--- config.mk ---
export PLATFORM = sky130hd
export DESIGN_NAME = reorder_buffer
export DESIGN_NICKNAME = d
export VERILOG_FILES = /design/src/rtl/reorder_buffer.sv
export SDC_FILE = /design/constraint.sdc
export NUM_CORES = 2
export LEC_CHECK = 0
export CORE_MARGIN = 10
export CORE_UTILIZATION = 35
export CTS_CLUSTER_DIAMETER = 150
export DETAILED_ROUTE_END_ITERATION = 8
export PLACE_DENSITY = 0.5
export SLEW_MARGIN = 20
export SYNTH_ARGS = -nofsm -noshare
export SYNTH_HDL_FRONTEND = slang
export SYNTH_SLANG_ARGS = --single-unit
--- constraint.sdc ---
create_clock -name clk -period 19.2 [get_ports clk]
set_input_delay 3.84 -clock clk [delete_from_list [all_inputs] [get_ports clk]]
set_output_delay 3.84 -clock clk [all_outputs]
set_load 0.03 [all_outputs]
--- src/rtl/reorder_buffer.sv ---
// reorder_buffer
//   Circular in-order commit buffer sitting between the register file's issue
//   stage and the common data bus. Entries are allocated in program order,
//   tagged by PC, filled from CDB broadcasts, and retired strictly in order.
//   A retiring mispredicted control transfer raises the exception pulse and
//   flushes every entry in the same edge.
//
// Ports
//   clk, rst                 clock; synchronous active-low reset
//   is_ready_from_rf         issue request, with pc_from_rf / rd_from_rf
//   is_valid_from_cdb        result broadcast, with pc/data/is_jump/target
//   is_ready_to_rf           a free entry exists and no flush is in progress
//   is_commit_to_rf          one-cycle pulse retiring a normal entry
//   is_exception_to_rf       one-cycle pulse retiring a mispredict (flush)
//   rd_to_rf/data_to_rf/pc_to_rf  registered retiring-entry fields
//   target_to_fetch          redirect PC, meaningful with is_exception_to_rf
//   is_full_to_rf/is_empty_to_rf  occupancy flags
module reorder_buffer #(
  parameter int unsigned Depth     = 16,
  parameter int unsigned DepthLog2 = 4
) (
  input  logic        clk,
  input  logic        rst,
  input  logic        is_ready_from_rf,
  input  logic [31:0] pc_from_rf,
  input  logic [4:0]  rd_from_rf,
  input  logic        is_valid_from_cdb,
  input  logic [31:0] pc_from_cdb,
  input  logic [31:0] data_from_cdb,
  input  logic        is_jump_from_cdb,
  input  logic [31:0] target_from_cdb,
  output logic        is_ready_to_rf,
  output logic        is_commit_to_rf,
  output logic        is_exception_to_rf,
  output logic [4:0]  rd_to_rf,
  output logic [31:0] data_to_rf,
  output logic [31:0] pc_to_rf,
  output logic [31:0] target_to_fetch,
  output logic        is_full_to_rf,
  output logic        is_empty_to_rf
);

  localparam logic [DepthLog2:0] FullCount = (DepthLog2+1)'(Depth);

  logic [Depth-1:0]     valid, done, jump;
  logic [31:0]          pc_q     [Depth];
  logic [4:0]           rd_q     [Depth];
  logic [31:0]          data_q   [Depth];
  logic [31:0]          target_q [Depth];
  logic [DepthLog2-1:0] head, tail;
  logic [DepthLog2:0]   count;

  logic alloc, commit_ok, commit_jump, cdb_en;

  // The exception pulse doubles as the flush flag: while it is high the
  // buffer is already empty and all issue/CDB inputs are ignored.
  assign is_ready_to_rf = (count < FullCount) && !is_exception_to_rf;
  assign is_full_to_rf  = (count == FullCount);
  assign is_empty_to_rf = (count == '0);

  always_comb begin
    alloc       = is_ready_from_rf && is_ready_to_rf;
    cdb_en      = is_valid_from_cdb && !is_exception_to_rf;
    commit_ok   = valid[head] && done[head] && !is_exception_to_rf;
    commit_jump = commit_ok && jump[head];
  end

  always_ff @(posedge clk) begin
    if (!rst) begin
      valid              <= '0;
      done               <= '0;
      jump               <= '0;
      head               <= '0;
      tail               <= '0;
      count              <= '0;
      is_commit_to_rf    <= 1'b0;
      is_exception_to_rf <= 1'b0;
      rd_to_rf           <= '0;
      data_to_rf         <= '0;
      pc_to_rf           <= '0;
      target_to_fetch    <= '0;
    end else begin
      is_commit_to_rf    <= commit_ok && !jump[head];
      is_exception_to_rf <= commit_jump;

      if (commit_ok) begin
        rd_to_rf   <= rd_q[head];
        data_to_rf <= (rd_q[head] == 5'd0) ? '0 : data_q[head];
        pc_to_rf   <= pc_q[head];
        if (jump[head]) target_to_fetch <= target_q[head];
      end

      if (commit_jump) begin
        // Flush overrides allocation, result capture and the count update.
        valid <= '0;
        head  <= '0;
        tail  <= '0;
        count <= '0;
      end else begin
        // Matching uses registered valid, so a slot allocated this edge
        // cannot capture a same-cycle broadcast.
        for (int unsigned i = 0; i < Depth; i++) begin
          if (cdb_en && valid[i] && !done[i] && pc_q[i] == pc_from_cdb) begin
            done[i]     <= 1'b1;
            jump[i]     <= is_jump_from_cdb;
            data_q[i]   <= data_from_cdb;
            target_q[i] <= target_from_cdb;
          end
        end

        if (alloc) begin
          valid[tail] <= 1'b1;
          done[tail]  <= 1'b0;
          jump[tail]  <= 1'b0;
          pc_q[tail]  <= pc_from_rf;
          rd_q[tail]  <= rd_from_rf;
          tail        <= tail + 1'b1;
        end

        if (commit_ok) begin
          valid[head] <= 1'b0;
          head        <= head + 1'b1;
        end

        unique case ({alloc, commit_ok})
          2'b10:   count <= count + 1'b1;
          2'b01:   count <= count - 1'b1;
          default: count <= count;
        endcase
      end
    end
  end

endmodule

After elaboration in Yosys (flattened, before gate mapping)

Memories as Yosys holds them, arrays and structs flattened. A register that Yosys moved wholly into a read port is not among the register bits.
Cells that the tools add are included.

Word-level logic and storage cells: 317
Flip-flop bits (word level): 100
Bits of input ports: 138
Memories kept: 4
Bits in latches: 0
Memory bits (read-only): 0
Output and inout port bits: 106
Memory bits (writable): 1616

Equal/unequal tests: 19
Multiplexer cells: 186
Reduce and logical (&&, ||, !) cells: 82
Add/sub/neg operators: 4
$lt $le $gt $ge: 5
$mul: 0
Shifts and indexed selects: 0
Bitwise gates (word level): 7
Divide/modulo/power cells: 0

Memory list:

| memory   | depth | bits a word | read ports | clocked after memory_dff | write ports | RTL line | source |
|---|---|---|---|---|---|---|---|
| data_q   | 16    | 32          | 1          | 1                        | 16          | 48       | `logic [31:0] data_q [Depth];` |
| pc_q     | 16    | 32          | 17         | 1                        | 1           | 46       | `logic [31:0] pc_q [Depth];` |
| target_q | 16    | 32          | 1          | 1                        | 16          | 49       | `logic [31:0] target_q [Depth];` |
| rd_q     | 16    | 5           | 1          | 1                        | 1           | 47       | `logic [4:0] rd_q [Depth];` |

Operators by type and width:

| operator            | count |
|---|---|
| $eq 32x32->1        | 16 |
| $mux 1              | 169 |
| $mux 16             | 6 |
| $logic_and 1x1->1   | 57 |
| $and 16x16->16      | 3 |
| $mux 32             | 1 |
| $not 16->16         | 2 |
| $logic_not 1->1     | 20 |
| $mux 4              | 4 |
| $or 16x16->16       | 1 |
| $bmux 1 s4          | 3 |
| $logic_not 5->1     | 2 |
| $lt 4x5->1 const B  | 2 |
| $pmux 5 s2          | 1 |
| $add 4x1->4 const B | 2 |
| $demux 1 s4         | 2 |
| $ge 4x1->1 const B  | 2 |
| $add 5x1->5 const B | 1 |
| $eq 5x5->1 const B  | 1 |
| $lt 5x5->1 const B  | 1 |
| $sub 5x1->5 const B | 1 |
| $eq 2x1->1 const B  | 1 |
| $eq 2x2->1 const B  | 1 |
| $reduce_and 2->1    | 1 |
| 3 further kinds     | 3 |

Longest topological paths before layout

Depth after elaboration: 10
Gate-level depth with buffers: 18
Depth with buffers taken out: 14

Least setup slack after synthesis

OpenSTA, ideal clock, no wires.

Path kind: input -> register
Start point: in pc_from_cdb[1]
End point: mem data_q[4][0] (enable)
Path buffers: 2
Slack: 10.463 ns
Stages: 7
Library setup time: 0.486 ns
Required time: 18.714 ns
Arrival time: 8.251 ns
Cells stage by stage: clkbuf_1 > buf_1 > xor2_1 > nor4_1 > nand4_1 > or4_1 > nor2_1

RTL lines:

| element         | RTL line | source |
|---|---|---|
| start, declared | 28       | `input logic [31:0] pc_from_cdb,` |
| end, declared   | 48       |  |

==> metrics <==
run status=complete, no violations; first-pass GRT wire length=370.5 mm; Cells after DPL=7078; Worst-Margin Slew=approximately 1.3 ns; drt wl/cell=36.64 µm; pin count of the biggest net entering global routing=between 100 and 150; clock skew=0.08994 ns; Clock Tree Root=clkbuf_16; Crit path required time=roughly 20 ns; share of cells above drive strength 1=20.65%; mux contribution to synthesized area=14.92%; GR Overflow Total=0; vias in the first global route=42740; Post-Syn Area=75020 µm²; startpoint types=input pin; number of I/O pins=244; Syn. warnings=0; Fin. Hold Viols=0; fin crit period=7.747 ns; PD cells=94.85 nW/µm²; die height=483.0 µm; CP Cell Sequence=buf_2 > xnor2_1 > nand4_1 > nor4_1 > nand4_1 > nor2_4 > buf_4; clk_lat worst skew=0.86 ns; Buffers on Ports=about 240; WP depth=7; VDD IR max=slightly above 0.09 mV; Final period util=40.35%; WL final=272.5 mm; syn avg cell area=17.94 µm²; RD Place Congestion=1.008; Reg2Reg Depth=9; Seq/Total Area, Yosys=69.17%; Layout area overhead=16.42%; largest family of logic cells by synthesized area=multiplexers; synthesized-area fraction occupied by adder cells=0.2001%; most used cell, CP=nand4_1; fin cells=7437; CTS Buffer Depth=3; Via density=around 5.7; Max Slew Vio Count=0; Setup Buffers After CTS=0; GRT Total Usage=about 23%; simple-gate area share of the yosys netlist=about 5.4%; Worst-path clk slew=0.06 ns; instance count of the mapped netlist=4182; Synth Area in XOR/XNOR=around 6.1%; Synth Area in Compound Gates=2.598%; drt first pass iters=5; die width=483.0 µm; worst setup path start=pc_from_cdb[21]; CTS tree=done; max cap viols=0; H-tree Lvls=4; Hold/Removal Path Class=reg2reg; Post-Syn Nets=between 4000 and 5000; slowest stage cell, crit path=nor2_4; Pleak=between 20 and 30 nW; synthesized flop and latch total=1784; Reg area=51920 µm²; Top FF cell, synth=edfxtp_1; CP Capture Type=flop; max_slew headroom=14.15%; # nets final=4600; Critical Path Fanout Max=45; async set-reset flop share out of synthesis=0%; Yosys cell types=53; Setup TNS=0 ns; antenna violations before repair=27; Max Clk Rate=0.1291 GHz; CP endpoint=target_q[12][27]$_DFFE_PP_; WS Path Type=in2reg; hold buffers post-CTS=0; Initial DRC Count=around 4300; Initial Utilization=a little over a third; hpwl dp=187.0 mm; r2r startpoint=head[0]$_SDFFE_PP0N_; CTS Sinks=1784; commonest non-fill, non-tap cell in the layout=edfxtp_1; post-route ant nets=0; crit path DAT=8.22 ns; row cnt=169; Crit path largest cell delay=about 0.96 ns; drt drc=0; CP bufs+invs=2; R2R Path End=target_q[0][28]$_DFFE_PP_; unrepaired setup endpoints after global routing=false; vias=42090; post-CTS sizing=0; final setup violation count=0; Num CTS Buffers=191; Crit path max-delay family=simple AND/OR/NAND/NOR gates; die area=233300 µm²; area of the multi-input gates=22280 µm²; flop-to-flop setup slack=around 13 ns; # fillers=19180; Core Area=212700 µm²; Post-synth EDFFs=1616; most frequent cells in the layout=edfxtp_1, mux4_2, xor2_1
[final cells by class]
type                       instances  area share [%]
antenna                            2        0.005730
clock inverter                   109           1.342
sequential                      1784           59.45
tap                             2821           4.041
inverter                           7         0.03581
clock buffer                     248           5.959
timing repair buffer             344           3.656
multi-input combinational       2122           25.51
[cells in the mapped netlist, drive strengths merged (90+ instances only)]
master	number	area [µm²]
nand4	102	638.1
mux4	480	10810
xnor2	129	1130
dfxtp	168	3363
nor4	137	857.1
edfxtp	1616	48530
nor2	169	634.4
clkbuf	129	484.2
a21oi	90	450.4
xor2	395	3460
nand2	224	843.3
buf	140	674.4
[worst min-delay path by stage]
stage                                                start                                to  cells past startpoint
after floorplan                       jump[2]$_SDFFE_PN0N_              jump[2]$_SDFFE_PN0N_                      2
after global placement           pc_to_rf[21]$_SDFFE_PN0N_         pc_to_rf[21]$_SDFFE_PN0N_                      2
after detailed placement         pc_to_rf[10]$_SDFFE_PN0N_         pc_to_rf[10]$_SDFFE_PN0N_                      2
after CTS                        pc_to_rf[10]$_SDFFE_PN0N_         pc_to_rf[10]$_SDFFE_PN0N_                      2
after global routing             pc_to_rf[24]$_SDFFE_PN0N_         pc_to_rf[24]$_SDFFE_PN0N_                      2
final                     target_to_fetch[28]$_SDFFE_PN0P_  target_to_fetch[28]$_SDFFE_PN0P_                      2
[routing by layer]
metal	track usage, %	up-vias	share of wire [%]
li1	-	17400	-
met1	29.61	22670	40
met2	37.31	1542	48
met3	4.237	462	5.7
met4	11.80	24	6.1
met5	0	-	0.048
[sequential cells by signal (all words and copies together) (netlist names), 16 cells and up, named ones only]
| signal | flops |
|---|---|
| rd_q | 80 |
| target_to_fetch | 32 |
| valid | 16 |
| pc_to_rf | 32 |
| target_q | 512 |
| data_q | 512 |
| done | 16 |
| data_to_rf | 32 |
| jump | 16 |
| pc_q | 512 |
[per-stage QoR]
stage / hold slack, ns / worst slack (ns) / utilization, % / area, µm² / total power [mW]
CTS: 0.4545 / 11.55 / 41.05 / 87330 / 8.368
global placement: 0.4427 / 10.07 / 38.04 / 80920 / 4.650
finish: 0.4524 / 11.45 / 41.06 / 87340 / 8.284
floorplan: 0.4431 / 10.46 / - / 75020 / 4.444
global route: 0.4644 / 11.30 / 41.06 / 87340 / 8.531
detailed placement: 0.4464 / 10.65 / 38.05 / 80950 / 4.650
[tightest hold or removal path, delay by kind of cell, from the launching register on]
family / cells / cell delay, ns
DFF: 1 / 0.30
and+or+nand+nor: 1 / 0.05
AOI/OAI and AO/OA: 1 / 0.05
[cells by family (layout without fill, tap and decap cells)]
logic type      count (synthesis)  after routing
simple gates                  802            802
xor+xnor                      524            524
fa+ha+maj                      12             12
flops                        1784           1784
buf+inv                       276            708
mux                           518            518
compound gates                266            266
other cells                     0              2
[power by group]
group	internal (mW)	switching [mW]
combinational	0.0774	0.244
clock	2.10	1.61
sequential	4.24	0.00937
Power figures use the tool's default switching activity.
